<file path="src/rtl/uart_tx_ctrl.sv">
// UART transmit sequencer: start/ready handshake in, framed serial line out.
// A baud counter paces each bit; a 3-bit index counts data and stop bits.
module uart_tx_ctrl #(
  parameter int unsigned BAUD_DIV   = 5208,
  parameter int unsigned DATA_BITS  = 8,
  parameter int unsigned PARITY_EN  = 0,
  parameter int unsigned PARITY_ODD = 0,
  parameter int unsigned STOP_BITS  = 1
) (
  input  logic       clk,
  input  logic       reset,
  input  logic       tx_start,
  input  logic [7:0] tx_data,
  output logic       tx,
  output logic       tx_ready,
  output logic       tx_done
);

  localparam int unsigned CntW = (BAUD_DIV > 1) ? $clog2(BAUD_DIV) : 1;

  localparam logic [CntW-1:0] BaudLast = CntW'(BAUD_DIV - 1);
  localparam logic [2:0]      DataLast = 3'(DATA_BITS - 1);
  localparam logic [2:0]      StopLast = 3'(STOP_BITS - 1);
  localparam logic [7:0]      DataMask = 8'((16'd1 << DATA_BITS) - 16'd1);
  localparam logic            OddSense = (PARITY_ODD != 0);
  localparam logic            HasParity = (PARITY_EN != 0);

  localparam logic [2:0] StIdle   = 3'd0;
  localparam logic [2:0] StStart  = 3'd1;
  localparam logic [2:0] StData   = 3'd2;
  localparam logic [2:0] StParity = 3'd3;
  localparam logic [2:0] StStop   = 3'd4;

  logic [2:0]      state_q, state_d;
  logic [CntW-1:0] baud_q, baud_d;
  logic [2:0]      idx_q, idx_d;
  logic [7:0]      shift_q, shift_d;
  logic            parity_q, parity_d;
  logic            tx_q, tx_d;
  logic            done_q, done_d;
  logic            tick;

  assign tick = (baud_q == BaudLast);

  always_comb begin
    state_d  = state_q;
    baud_d   = baud_q;
    idx_d    = idx_q;
    shift_d  = shift_q;
    parity_d = parity_q;
    done_d   = 1'b0;

    if (state_q != StIdle) begin
      baud_d = tick ? '0 : baud_q + 1'b1;
    end

    case (state_q)
      StIdle: begin
        if (tx_start) begin
          shift_d  = tx_data & DataMask;
          // Parity is fixed at accept time so later tx_data changes cannot leak in.
          parity_d = (^(tx_data & DataMask)) ^ OddSense;
          baud_d   = '0;
          idx_d    = '0;
          state_d  = StStart;
        end
      end
      StStart: begin
        if (tick) begin
          idx_d   = '0;
          state_d = StData;
        end
      end
      StData: begin
        if (tick) begin
          shift_d = {1'b0, shift_q[7:1]};
          if (idx_q == DataLast) begin
            idx_d   = '0;
            state_d = HasParity ? StParity : StStop;
          end else begin
            idx_d = idx_q + 1'b1;
          end
        end
      end
      StParity: begin
        if (tick) begin
          idx_d   = '0;
          state_d = StStop;
        end
      end
      StStop: begin
        if (tick) begin
          if (idx_q == StopLast) begin
            idx_d   = '0;
            done_d  = 1'b1;
            state_d = StIdle;
          end else begin
            idx_d = idx_q + 1'b1;
          end
        end
      end
      default: begin
        state_d = StIdle;
        idx_d   = '0;
        baud_d  = '0;
      end
    endcase
  end

  // Line level is derived from the next state so tx can be a plain flop.
  always_comb begin
    tx_d = 1'b1;
    case (state_d)
      StStart:  tx_d = 1'b0;
      StData:   tx_d = shift_d[0];
      StParity: tx_d = parity_q;
      default:  tx_d = 1'b1;
    endcase
  end

  always_ff @(posedge clk) begin
    if (reset) begin
      state_q  <= StIdle;
      baud_q   <= '0;
      idx_q    <= '0;
      shift_q  <= '0;
      parity_q <= 1'b0;
      tx_q     <= 1'b1;
      done_q   <= 1'b0;
    end else begin
      state_q  <= state_d;
      baud_q   <= baud_d;
      idx_q    <= idx_d;
      shift_q  <= shift_d;
      parity_q <= parity_d;
      tx_q     <= tx_d;
      done_q   <= done_d;
    end
  end

  assign tx       = tx_q;
  assign tx_ready = (state_q == StIdle);
  assign tx_done  = done_q;

endmodule

</file>
<file path="config.mk">
export PLATFORM = sky130hd
export DESIGN_NAME = uart_tx_ctrl
export DESIGN_NICKNAME = d
export VERILOG_FILES = /design/src/rtl/uart_tx_ctrl.sv
export SDC_FILE = /design/constraint.sdc
export NUM_CORES = 1
export LEC_CHECK = 0
export CAP_MARGIN = 15
export CORE_MARGIN = 8
export CORE_UTILIZATION = 50
export CTS_CLUSTER_SIZE = 8
export DETAILED_ROUTE_END_ITERATION = 16
export PLACE_DENSITY = 0.77
export SLEW_MARGIN = 25
export SYNTH_ARGS = -nofsm -noshare
export SYNTH_HDL_FRONTEND = slang
export SYNTH_SLANG_ARGS = --single-unit
</file>
<file path="constraint.sdc">
create_clock -name clk -period 1.9 [get_ports clk]
set_clock_uncertainty 0.15 [all_clocks]
set_input_delay 0.57 -clock clk [delete_from_list [all_inputs] [get_ports clk]]
set_output_delay 0.57 -clock clk [all_outputs]
set_load 0.03 [all_outputs]
</file>
Yosys cells after proc, flatten, opt, wreduce, memory -nomap -nowiden --
Index checks and enable logic that the tools add are counted.
Word-level totals: register bits 30, latch bits 0, RAM bits 0, bits in read-only memories 0, bits of input ports 11, output and inout bits 3, word-level logic and storage cells 60, memories kept 0
Cells by class: $add $sub $neg 2, $mul 0, div/mod/pow operators 0, order comparisons 0, equal/unequal tests 13, shift-type cells 0, mux-type cells 24, bitwise logic cells 2, reductions and logical operators 11
Operator list (number):
- 13-bit two-way mux | 3
- 3-bit two-way mux | 13
- 13-bit one-hot mux with 2 select lines | 1
- 8-bit two-way mux | 2
- 8-bit one-hot mux with 2 select lines | 1
- 3-bit one-hot mux with 5 select lines | 1
- 13-bit by 1-bit adder with 13-bit output, second input constant | 1
- 13-bit == test, second input constant | 1
- 3-bit by 2-bit == test with 1-bit output, second input constant | 4
- 3-bit one-hot mux with 4 select lines | 1
- 8-bit XOR reduction | 1
- 3-bit by 1-bit == test with 1-bit output, second input constant | 2
- 3-bit == test, second input constant | 2
- 3-bit logical NOT | 2
- 2-bit != test, second input constant | 3
- 4-bit AND reduction | 1
- 4-bit OR reduction | 1
- 3-bit by 1-bit adder with 3-bit output, second input constant | 1
- 1-bit one-hot mux with 3 select lines | 1
- 3-bit AND reduction | 1
- 3-bit nonzero test | 1
- 3-bit OR reduction | 1
- 2-bit by 1-bit != test with 1-bit output, second input constant | 1
- 1-bit NOT | 2
- other kinds (4) | 4

Longest topological paths before layout --
depth after elaboration 6, depth in mapped cells 7, depth with buffers taken out 6

Worst setup path after synthesis --
OpenSTA, ideal clock, no wires.
path type reg2reg, from reg baud_q[0], to reg tx_q (netlist: tx), library setup time 0.075 ns, arrival time 1.752 ns, data required time 1.675 ns, slack -0.077 ns, stages on the path, launching flop included 6, buffers on the path 0, clock period less this slack 1.977 ns, path through dfxtp_1 ha_1 or4bb_1 o41a_1 o2bb2ai_2 a22oi_2
Between the ends: word-level cells in the longest chain between the ends 5, elaborated cells on any way between the ends 12, those cells by class eq/ne: 4; mux: 8
Ends and longest elaborated chain:
- start: declaration | RTL line 35 | logic [CntW-1:0] baud_q, baud_d;
- start signal: assignment | RTL line 132 | baud_q <= baud_d;
- 13-bit == test (*) | RTL line 43 | assign tick = (baud_q == BaudLast);
- 3-bit two-way mux (on tied branches)
- 3-bit one-hot mux with 5 select lines | RTL line 57 | case (state_q)
- 3-bit by 2-bit == test with 1-bit output or 3-bit by 1-bit == test with 1-bit output (tied branches) | RTL line 113 | case (state_d)
- 1-bit one-hot mux with 3 select lines (*) | RTL line 113
- end signal: assignment | RTL line 136 | tx_q <= tx_d;
- end: declaration | RTL line 39 | logic tx_q, tx_d;
Mark *: on every way between the ends. The rest lies on a longest branch, timed or not. The select of a mux whose other input is x is not followed. A chain may end at the register's enable or synchronous reset.

Worst setup path in the final report --
from reg baud_q[8], to reg tx_q (netlist: tx)
Same word-level chain as after synthesis.

==> key figures <==
Synth
  – Yosys warnings: 0
  – Post-synth EDFFs: 0
  – Synth Instances: between 150 and 200
  – Primary FF master, synth: dfxtp_1
  – Synth top cells by count: 30 x dfxtp_1, 20 x nor2_1, 18 x xnor2_1
  – Dominant cell type by area after synthesis: dfxtp_1
  – Mux cell area share after synthesis: 0%
  – Synth Area in XOR/XNOR: about a tenth
  – Cell area after synthesis: around 0.0017 mm2
  – Synth top area share: 36.01%
  – Post-synthesis area per instance: approximately 8.6 um2
  – Adder and majority gate portion of the synthesized area: ~3.0%
  – Netlist cell types: 47
  – Async SR Flop Fraction: 0%
  – Syn Nets: 209
  – #FFs+latches synth: 30
  – Register area share after synthesis: a little over a third
  – Area contributors post-synth: dfxtp_1 36%, xnor2_1 9.5%, nor2_1 4.5%
  – Compound-Gate Fraction of Synth Area: about a fifth
  – Main combinational cell family by area after synthesis: simple AND/OR/NAND/NOR gates
  – Post-synthesis simple-gate area fraction: 27.16%
  – Top-count cell post-synth: dfxtp_1

Route
  – Routed wire length: roughly 4.5 mm
  – Routed length per instance: about 16 um
  – DR vias: approximately 1,700
  – DRC violations left: 0
  – Initial DRC count: around 120
  – Vias per inst: just under 6
  – Post-detailed-route count of antenna-violating nets: 0
  – Drt first pass iters: 4

Timing
  – Final Cycle Share: 102.1%
  – Final hold vios: 0
  – Slew @ Worst Pin: 0.5456 ns
  – Final setup viols: 3
  – Hold Slack: between 0.3 and 0.4 ns
  – Max-slew violations: 0
  – Max Clk Rate: 0.5156 GHz
  – Slew margin rel.: 63.41%
  – RSZ-0062 raised after global routing: true
  – Setup WS post-layout: -0.03949 ns
  – Clock period minus worst slack: approximately 1.9 ns

Layout
  – Layout area overhead: 37.13%
  – Nets: 256
  – Share of cells above drive strength 1: between 30% and 40%
  – Register Area: ~600 um2
  – Multi-input gate area: roughly 0.0011 mm2
  – Filler Cell Count: about 260
  – Number of diodes: 0

Floorplan
  – Initial core utilization: between 50% and 60%
  – Top Ports: 14
  – Die area: around 0.0054 mm2
  – Chip width: 73.76 um
  – Core Area: 0.003258 mm2
  – Die extent in y: 73.76 um
  – Row count: 21

Run
  – Max Cap Viol: 0

Setup path
  – Top Family by Delay on Critical Path: compound AO/OA/AOI/OAI gates
  – CP required: between 2 and 2.5 ns
  – Critical path, cell by cell: or4b_4 -> o41a_1 -> o2bb2ai_2 -> a22oi_2
  – CP Buf/Inv Count: 0
  – Element type at the critical path end: flip-flop
  – Crit Path Category: flip-flop to flip-flop
  – CP arrival: approximately 2.1 ns
  – Maximum net fanout on the critical path: 3
  – Critical Path Max Stage Delay: 0.56 ns
  – Crit path max-delay cell type: or4b_4
  – Startpoint types: flip-flop

Placement
  – Post-DP HPWL: 3.043 mm
  – DP Worst Slack: -0.3560 ns
  – PortBufs: 13
  – Placer Congestion: approximately 0.8

CTS
  – Root Driver: clkbuf_4
  – Clock buffer depth: 2
  – Count of clock tree sinks: 30
  – CTS tree: built
  – Skew-Pair Late Insertion Delay: between 0.3 and 0.4 ns
  – # H-tree levels: 2
  – CTS Buf Count: 5
  – Clk pin slew, worst setup/hold paths: 0.09 ns

Global routing
  – Tot GR Track Use: between 10% and 20%
  – First-pass GRT wire length: ~7 mm
  – Initial antenna violation count: 0
  – Vias in the first global route: about 1,600
  – Largest net degree at the start of global routing: 16
  – Total gr overflow: 0

Status
  – Violated checks: setup timing
  – Outcome: finished with violations

Pwr
  – Power Density: around 540 mW/mm2
  – Pleak: 0.7863 nW
  – VDD IR max: roughly 0.53 mV

Worst hold path
  – Hold Crit Class: flip-flop to flip-flop
## logic make-up after synthesis
family / Yosys count
simple gates: 76
compound gates: 50
flops: 30
xor+xnor: 18
buf+inv: 16
fa+ha+maj: 4
## placed cells by master, fill, tap and decap left out, drive strengths merged, types with 4 or more instances in the layout
| cell type | netlist | final |
|---|---|---|
| buf | 2 | 38 |
| dfxtp | 30 | 30 |
| nor2 | 20 | 20 |
| xnor2 | 18 | 18 |
| a21oi | 13 | 13 |
| o21ai | 10 | 10 |
| clkdlybuf4s50 | 0 | 10 |
| nor3 | 8 | 8 |
| nand2 | 8 | 8 |
| a22oi | 8 | 8 |
| inv | 6 | 6 |
| nor2b | 5 | 5 |
| clkbuf | 8 | 5 |
| nand3 | 5 | 5 |
| nor4 | 5 | 5 |
| nand4 | 4 | 4 |
| o31ai | 4 | 4 |
| ha | 4 | 4 |
## final cells by class
type / count / share of cell area, %
tap: 46 / 2.516
sequential: 30 / 26.81
inverter: 6 / 0.9847
timing repair buffer: 50 / 18.49
clock buffer: 5 / 1.641
clock inverter: 2 / 0.4376
multi-input combinational: 148 / 49.12
## final timing paths
check	from	slack, ns	to	cells after the start
hold / removal	shift_q[3]	0.35	shift_q[3]	2
setup reg to reg	baud_q[8]	-0.04	tx	4
setup / recovery	baud_q[8]	-0.04	tx	4
hold reg to reg	shift_q[3]	0.35	shift_q[3]	2
## metrics by stage
| stage | setup TNS, ns | area, um2 | cells | util [%] | total power, W |
|---|---|---|---|---|---|
| final | -0.08003 | 2287 | 287 | 70.20 | 0.001228 |
| after global routing | -0.5135 | 2287 | 287 | 70.20 | 0.001283 |
| after CTS | -0.05855 | 2131 | 281 | 65.40 | 0.001206 |
| after detailed placement | -6.013 | 2072 | 274 | 63.59 | 0.0008540 |
| after global placement | -4.236 | 2072 | 274 | 63.59 | 0.0008458 |
| after floorplan | 0 | 1675 | 194 | - | 0.0007740 |
## flip-flops by register name, summed over array words and instances (netlist names)
register	flops
idx_q	3
baud_q	13
state_q	3
tx_done	1
shift_q	8
tx	1
parity_q	1
## worst reg2reg max path, stage by stage (launching register included)
cell       delay (ns)
dfxtp_2          0.35
or4b_4           0.56
o41a_1           0.48
o2bb2ai_2        0.15
a22oi_2          0.17
## power breakdown
| part | switching, W | total [W] | internal (W) | leakage, nW |
|---|---|---|---|---|
| Sequential | 0.0000146 | 0.000659 | 0.000645 | 0.247 |
| Combinational | 0.000101 | 0.000214 | 0.000113 | 0.508 |
| Clock | 0.000222 | 0.000355 | 0.000133 | 0.0308 |
| Total | 0.000338 | 0.00123 | 0.000890 | 0.786 |
## what timing repair did
action,4_1_cts,5_1_grt
hold buffers,0,0
cloned,0,0
resized for setup,7,26
buffers inserted,0,6
pin swaps,1,9
setup endpoints to repair,12,25
## routing by layer
layer	GRT usage (%)	up-vias	wire length [um]
li1	-	809	-
met2	28.44	41	2313
met1	18.59	795	1862
met4	5.100	0	142
met3	4.502	14	157
met5	0	-	0
Note: power is estimated with default switching activity, not from simulation.
